**src/rtl/neuron_mac.sv**
```systemverilog
// neuron_mac: multiply-accumulate stage for one neuron.
// Accumulates a stream of signed Q8.8 x*w products plus a Q8.8 bias at full
// precision (Q24.16 in 40 bits), then emits one saturated Q8.8 sum per
// evaluation. The sum is held until the downstream consumer accepts it.
module neuron_mac #(
  parameter int unsigned MAX_TERMS = 4
) (
  input  logic        clk,
  input  logic        reset,
  input  logic        start,
  input  logic [15:0] bias,
  input  logic [15:0] x_in,
  input  logic [15:0] w_in,
  input  logic        in_last,
  input  logic        in_valid,
  output logic        in_ready,
  output logic [15:0] sum_out,
  output logic        out_valid,
  input  logic        out_ready,
  output logic        busy
);

  localparam int unsigned CNT_W = (MAX_TERMS > 1) ? $clog2(MAX_TERMS) : 1;

  typedef enum logic [1:0] {
    IDLE,
    ACCUM,
    OUT
  } state_t;

  state_t                state;
  logic signed [39:0]    acc;
  logic [CNT_W-1:0]      term_cnt;

  logic signed [31:0]    prod;
  logic signed [39:0]    acc_next;
  logic signed [39:0]    shifted;
  logic [15:0]           sat_val;
  logic                  final_beat;

  // Product, next accumulator value, and saturated Q8.8 view of it
  always_comb begin
    prod       = $signed(x_in) * $signed(w_in);
    acc_next   = acc + {{8{prod[31]}}, prod};
    shifted    = acc_next >>> 8;
    // In range only when bits 39..15 are a pure sign extension
    if ((&shifted[39:15]) || (~|shifted[39:15])) begin
      sat_val = shifted[15:0];
    end else if (shifted[39]) begin
      sat_val = 16'h8000;
    end else begin
      sat_val = 16'h7FFF;
    end
    final_beat = in_last || (term_cnt == CNT_W'(MAX_TERMS - 1));
  end

  // Handshake flags depend on state only
  assign in_ready = (state == ACCUM);
  assign busy     = (state != IDLE);

  // Evaluation control: load bias, accumulate beats, hold result until taken
  always_ff @(posedge clk or posedge reset) begin
    if (reset) begin
      state     <= IDLE;
      acc       <= '0;
      term_cnt  <= '0;
      sum_out   <= '0;
      out_valid <= 1'b0;
    end else begin
      case (state)
        IDLE: begin
          if (start) begin
            acc      <= {{16{bias[15]}}, bias, 8'h00};
            term_cnt <= '0;
            state    <= ACCUM;
          end
        end
        ACCUM: begin
          if (in_valid) begin
            acc      <= acc_next;
            term_cnt <= term_cnt + CNT_W'(1);
            if (final_beat) begin
              sum_out   <= sat_val;
              out_valid <= 1'b1;
              state     <= OUT;
            end
          end
        end
        OUT: begin
          if (out_ready) begin
            out_valid <= 1'b0;
            state     <= IDLE;
          end
        end
        default: state <= IDLE;
      endcase
    end
  end

endmodule

```
**config.mk**
```make
export PLATFORM = sky130hd
export DESIGN_NAME = neuron_mac
export DESIGN_NICKNAME = d
export VERILOG_FILES = /design/src/rtl/neuron_mac.sv
export SDC_FILE = /design/constraint.sdc
export NUM_CORES = 1
export LEC_CHECK = 0
export ABC_CLOCK_PERIOD_IN_PS = 4500
export BUFFER_PORTS_ARGS = -buffer_cell sky130_fd_sc_hd__buf_2
export CELL_PAD_IN_SITES_DETAIL_PLACEMENT = 0
export CELL_PAD_IN_SITES_GLOBAL_PLACEMENT = 1
export CORE_UTILIZATION = 50
export CTS_BUF_LIST = sky130_fd_sc_hd__clkbuf_16
export CTS_CLUSTER_SIZE = 28
export DETAILED_ROUTE_END_ITERATION = 8
export PLACE_DENSITY = 0.9
export SYNTH_ARGS = -nofsm -noshare
export SYNTH_HDL_FRONTEND = slang
export SYNTH_SLANG_ARGS = --single-unit
```
**constraint.sdc**
```tcl
create_clock -name clk -period 4.5 [get_ports clk]
set_input_delay 0.225 -clock clk [delete_from_list [all_inputs] [get_ports clk]]
set_output_delay 0.225 -clock clk [all_outputs]
set_load 0.01 [all_outputs]
```
# After elaboration in Yosys (flattened, before gate mapping)
# Cells that the tools add are included.
[word_totals] input_bits=54 regBits=61 out_inout_bits=19 elab_cells=45
[op_classes] reduce_logical=13 n_eq_ne=7 add_sub_neg=2 multipliers=1 mux=17
[ops] operator="40-bit two-way mux" count=2
[ops] operator="40-bit one-hot mux with 2 select lines" count=1
[ops] operator="40-bit adder" count=1
[ops] operator="16-bit by 16-bit multiplier with 32-bit output" count=1
[ops] operator="16-bit two-way mux" count=2
[ops] operator="17-bit AND reduction" count=1
[ops] operator="17-bit OR reduction" count=1
[ops] operator="2-bit two-way mux" count=6
[ops] operator="4-bit AND reduction" count=2
[ops] operator="2-bit != test (second input constant)" count=3
[ops] operator="2-bit one-hot mux with 3 select lines" count=1
[ops] operator="3-bit AND reduction" count=2
[ops] operator="2-bit nonzero test" count=3
[ops] operator="2-bit == test (second input constant)" count=2
[ops] operator="2-bit one-hot mux with 2 select lines" count=1
[ops] operator="1-bit two-way mux" count=3
[ops] operator="2-bit by 1-bit adder with 2-bit output (second input constant)" count=1
[ops] operator="2-bit by 1-bit == test with 1-bit output (second input constant)" count=1
[ops] operator="2-bit logical NOT" count=1
[ops] operator="1-bit logical OR" count=2
[ops] operator="2-bit by 1-bit != test with 1-bit output (second input constant)" count=1
[ops] operator="1-bit one-hot mux with 2 select lines" count=1
[ops] operator="1-bit logical NOT" count=1

# Longest topological paths before layout
[depth] depth_word=6 ltp_mapped=38 mapped_depth_nobuf=36

# Least setup slack after synthesis
# Ideal clock, no wire load.
[synth_path] path_type="input-to-reg" start="in x_in[11]" end="reg sum_out[0]" t_arrival_ps=8618 path_buffers=2 path_slack_ps=-4244 path_stages=34 required_time_ps=4374 setup_ps=126 cell_sequence="clkbuf_1 -> nand2_1 -> fa_1 -> fa_1 -> fa_1 -> inv_1 -> fa_1 -> fa_1 -> inv_1 -> fa_1 -> inv_1 -> ha_1 -> and3_1 -> a41oi_1 -> a311oi_2 -> a221oi_1 -> nor2b_1 -> a221o_1 -> a21o_1 -> a21oi_1 -> xnor2_1 -> ha_1 -> nand2_1 -> nor3_1 -> and4_1 -> a211oi_1 -> nand2_2 -> or4b_1 -> a21oi_1 -> nand4bb_1 -> nor4b_2 -> a41oi_2 -> buf_6 -> a221o_1"
[synth_between] elab_chain_cells=6 word_cells_on_any_way=8 classes_between="1 x add/sub; 1 x mul; 2 x mux; 4 x reduce/logical"
[synth_lines] item="start, declared" line="12" text="input logic [15:0] x_in,"
[synth_lines] item="16-bit by 16-bit multiplier with 32-bit output (*)" line="43" text="prod = $signed(x_in) * $signed(w_in);"
[synth_lines] item="40-bit adder (*)" line="44" text="acc_next = acc + {{8{prod[31]}}, prod};"
[synth_lines] item="17-bit OR reduction" line="47" text="if ((&shifted[39:15]) || (~|shifted[39:15])) begin"
[synth_lines] item="1-bit logical NOT" line="47"
[synth_lines] item="1-bit logical OR" line="47"
[synth_lines] item="16-bit two-way mux (*)" line="47"
[synth_lines] item="end signal, assigned" line="83" text="sum_out <= sat_val;"
[synth_lines] item="end, declared" line="17" text="output logic [15:0] sum_out,"
# Mark *: on every way between the ends. The rest lies on a longest branch, timed or not.
# A chain may end at the register's enable or synchronous reset.

# Worst setup path in the final report
[layout_path] start="in w_in[2]" end="reg sum_out[2]"
[layout_between] elab_chain_cells=6 word_cells_on_any_way=8 classes_between="1 x add/sub; 1 x mul; 2 x mux; 4 x reduce/logical"
[layout_lines] item="start, declared" line="13" text="input logic [15:0] w_in,"
[layout_lines] item="16-bit by 16-bit multiplier with 32-bit output (*)" line="43"
[layout_lines] item="40-bit adder (*)" line="44"
[layout_lines] item="17-bit OR reduction" line="47"
[layout_lines] item="1-bit logical NOT" line="47"
[layout_lines] item="1-bit logical OR" line="47"
[layout_lines] item="16-bit two-way mux (*)" line="47"
# Marked as above.

==> impl_metrics.ini <==
[global_routing]
grt_pass1_vias = 13751
antenna_found_initial = 0
grt_pass1_wl_um = 66900
grt_max_degree = 62
track_usage = 0.286
grt_overflow = 0

[worst_setup_path]
critPathMaxFanout = 10
crit_type = input pin to register
cp_slowest_stage_delay_ps = 660
crit_path_end_kind = register
crit_slowest_cell = fa_2
cpMostUsedCell = buf_4
cp_top_family = adder cells
cp.arrival_ps = 8650
startpoint_type = input pin
path_buf_inv = 11
cp.required_ps = 4720

[synthesis]
synth_cell_types = 81
synth_warnings = 0
syn_area_mm2 = 0.0144
synth-edff-count = 0
avgSynthCellArea_um2 = 9.10
postSynthCellCount = 1587
syn_nets = 2027
synthFlopType = dfrtp_1
ys_seq_area_frac = 0.106
synth_area_leaders = fa_1 36%, ha_1 11%, dfrtp_1 11%
ys_async_sr_fraction = 1.00
yosysTopAreaCell = fa_1
ys_ff_latch = 61
synth_top_area_share = 0.365

[layout]
area_delta_synth_final_pct = 36.0
fin_nets = 2408
fillerInstances = 1972
final_cell_area_mm2 = 0.0196
diodes = 0
final_cells = 2351
fin_util = 0.699
drive_above_1_share = 0.343

[sta]
clock.fmax_ghz = 0.119
rsz0062_at_grt = true
tightest_slew_ps = 1100
min_period_ps = 8430
maxSlewHeadroom = 0.266
setup_viol = 49
clock_skew_ps = 7.51
hold_ws_ps = 95.2
setup_slack_ps = -3930
slew_viol_final = 0
finalCritPeriodShare = 1.87
hold_violations = 0

[clock_tree]
clk_path_buf_depth = 2
clk_pin_slew_worst_paths_ps = 60
cts-root-buf = clkbuf_16
numCtsBuffers = 9
cts_tree = built
htreeDepth = 3
clk_latency_ps = 350
clock_sinks = 61

[worst_hold_path]
holdCritPathClass = input pin to register

[die]
dieHeight_um = 172
fp-row-count = 61
core_mm2 = 0.0281
die_area_mm2 = 0.0296
io_pins = 73
die_w_um = 172
initial_core_util = 0.514

[routing]
drtPass1Iterations = 5
drc = 0
vias = 12800
antenna_left = 0
drt-total-wl_um = 41500
wire_per_inst_um = 17.6
vias_per_cell = 5.44
drt_iter0_drc = 754

[placed_design]
io_buffers = 72
place.gp.congestion = 0.901
placed_area_mm2 = 0.0177
dp_hpwl_um = 31200
place_inst = 2274

[job]
drv_cap = 0

[run_status]
violations = negative setup slack
status = finished with violations
worst register-to-register path, stage by stage, from the launching register on:
cell      delay, ps
dfrtp_1         350
ha_1            170
inv_1            60
fa_1            400
nor2b_1         200
o21ai_2         100
a311oi_2        260
buf_4           170
nor2_4           40
o21ai_2         220
a211oi_2        120
o31a_4          390
o31ai_4         260
xor2_2          120
nor4b_2         350
a41oi_2         230
buf_6           200
a221o_2         300
kinds of logic after synthesis:
group,share of synthesized area
AOI/OAI and AO/OA,0.127
xor gates and xnor gates,0.0424
adders and majority gates,0.471
buffers and inverters,0.0962
DFF,0.106
muxes,0.00771
and+or+nand+nor,0.150
path summary, 6_finish.rpt:
| path | start | endpoint | slack (ps) | cells after the start |
|---|---|---|---|---|
| worst max-delay path | w_in[2] | sum_out[2] | -3930 | 37 |
| worst min register to register | state[1] | state[0] | 470 | 1 |
| worst max register to register | acc[0] | sum_out[2] | 450 | 17 |
| worst min-delay path | out_ready | state[1] | 100 | 2 |
| min in group asynchronous | reset | acc[7] | 120 | 3 |
| max in group asynchronous | reset | acc[27] | 3850 | 3 |
synth_stat cells (2+ instances only):
library cell and number:
clkbuf_1 39, a221o_1 17, nor3_1 7, nand4b_1 2
a21oi_2 2, and4_1 2, nor2b_1 7, a21boi_0 5
xnor2_1 52, a22o_1 2, o2111ai_1 2, o21bai_1 5
nand2_1 183, clkbuf_8 2, o211ai_1 5, a31oi_1 10
and2_1 131, nand4_1 8, a211oi_1 8, mux2i_1 10
ha_1 123, o31ai_1 2, o21a_1 16, buf_1 6
nand3_1 10, o21ai_2 3, a21oi_1 71, and3_1 10
xor2_1 18, a311oi_2 2, a21o_1 27, nor2_1 48
a221o_2 5, nand2b_1 11, dfrtp_1 61, o21ai_0 60
inv_1 306, fa_1 263, buf_6 3, and2b_2 2
routing by layer:
layer / vias up / global-route usage / share of wire
li1: 5785 / - / -
met1: 6460 / 0.379 / 0.42
met2: 460 / 0.498 / 0.51
met3: 95 / 0.0279 / 0.051
met4: 0 / 0.0839 / 0.027
met5: - / 0 / 0
timing repair:
item / CTS / global route
setup endpoints to repair: 50 / 50
cloned: 4 / 0
pin swaps: 91 / 52
buffers inserted: 44 / 22
hold buffers: 0 / 0
resized for setup: 194 / 77
cell type report:
class / instances / area, µm² / area share
clock buffer: 9 / 225 / 0.0115
clock inverter: 7 / 98.8 / 0.00503
inverter: 307 / 1160 / 0.0589
multi-input combinational: 1168 / 12800 / 0.652
sequential: 61 / 1530 / 0.0777
tap: 378 / 473 / 0.0241
timing repair buffer: 421 / 3350 / 0.171
cells in the final DEF, fill, tap and decap left out, drive strengths merged, types with 22 or more instances in the layout:
master / n
a21o: 27
a21oi: 74
a221o: 22
and2: 131
buf: 419
dfrtp: 61
fa: 263
ha: 123
inv: 310
nand2: 184
nor2: 48
o21ai: 64
xnor2: 52
registers in the layout, summed over array words and instances (netlist names):
name	count
acc	40
out_valid	1
state	2
sum_out	16
term_cnt	2
through the flow:
step | worst slack [ps] | setup TNS (ps)
floorplan | -3610 | -115510
global placement | -4140 | -149830
detailed placement | -4280 | -154600
CTS | -3670 | -128460
global route | -4190 | -149560
finish | -3930 | -137650
Power is not shown: default switching activity piles up to over one toggle a cycle in this logic, so the estimate is an artifact.
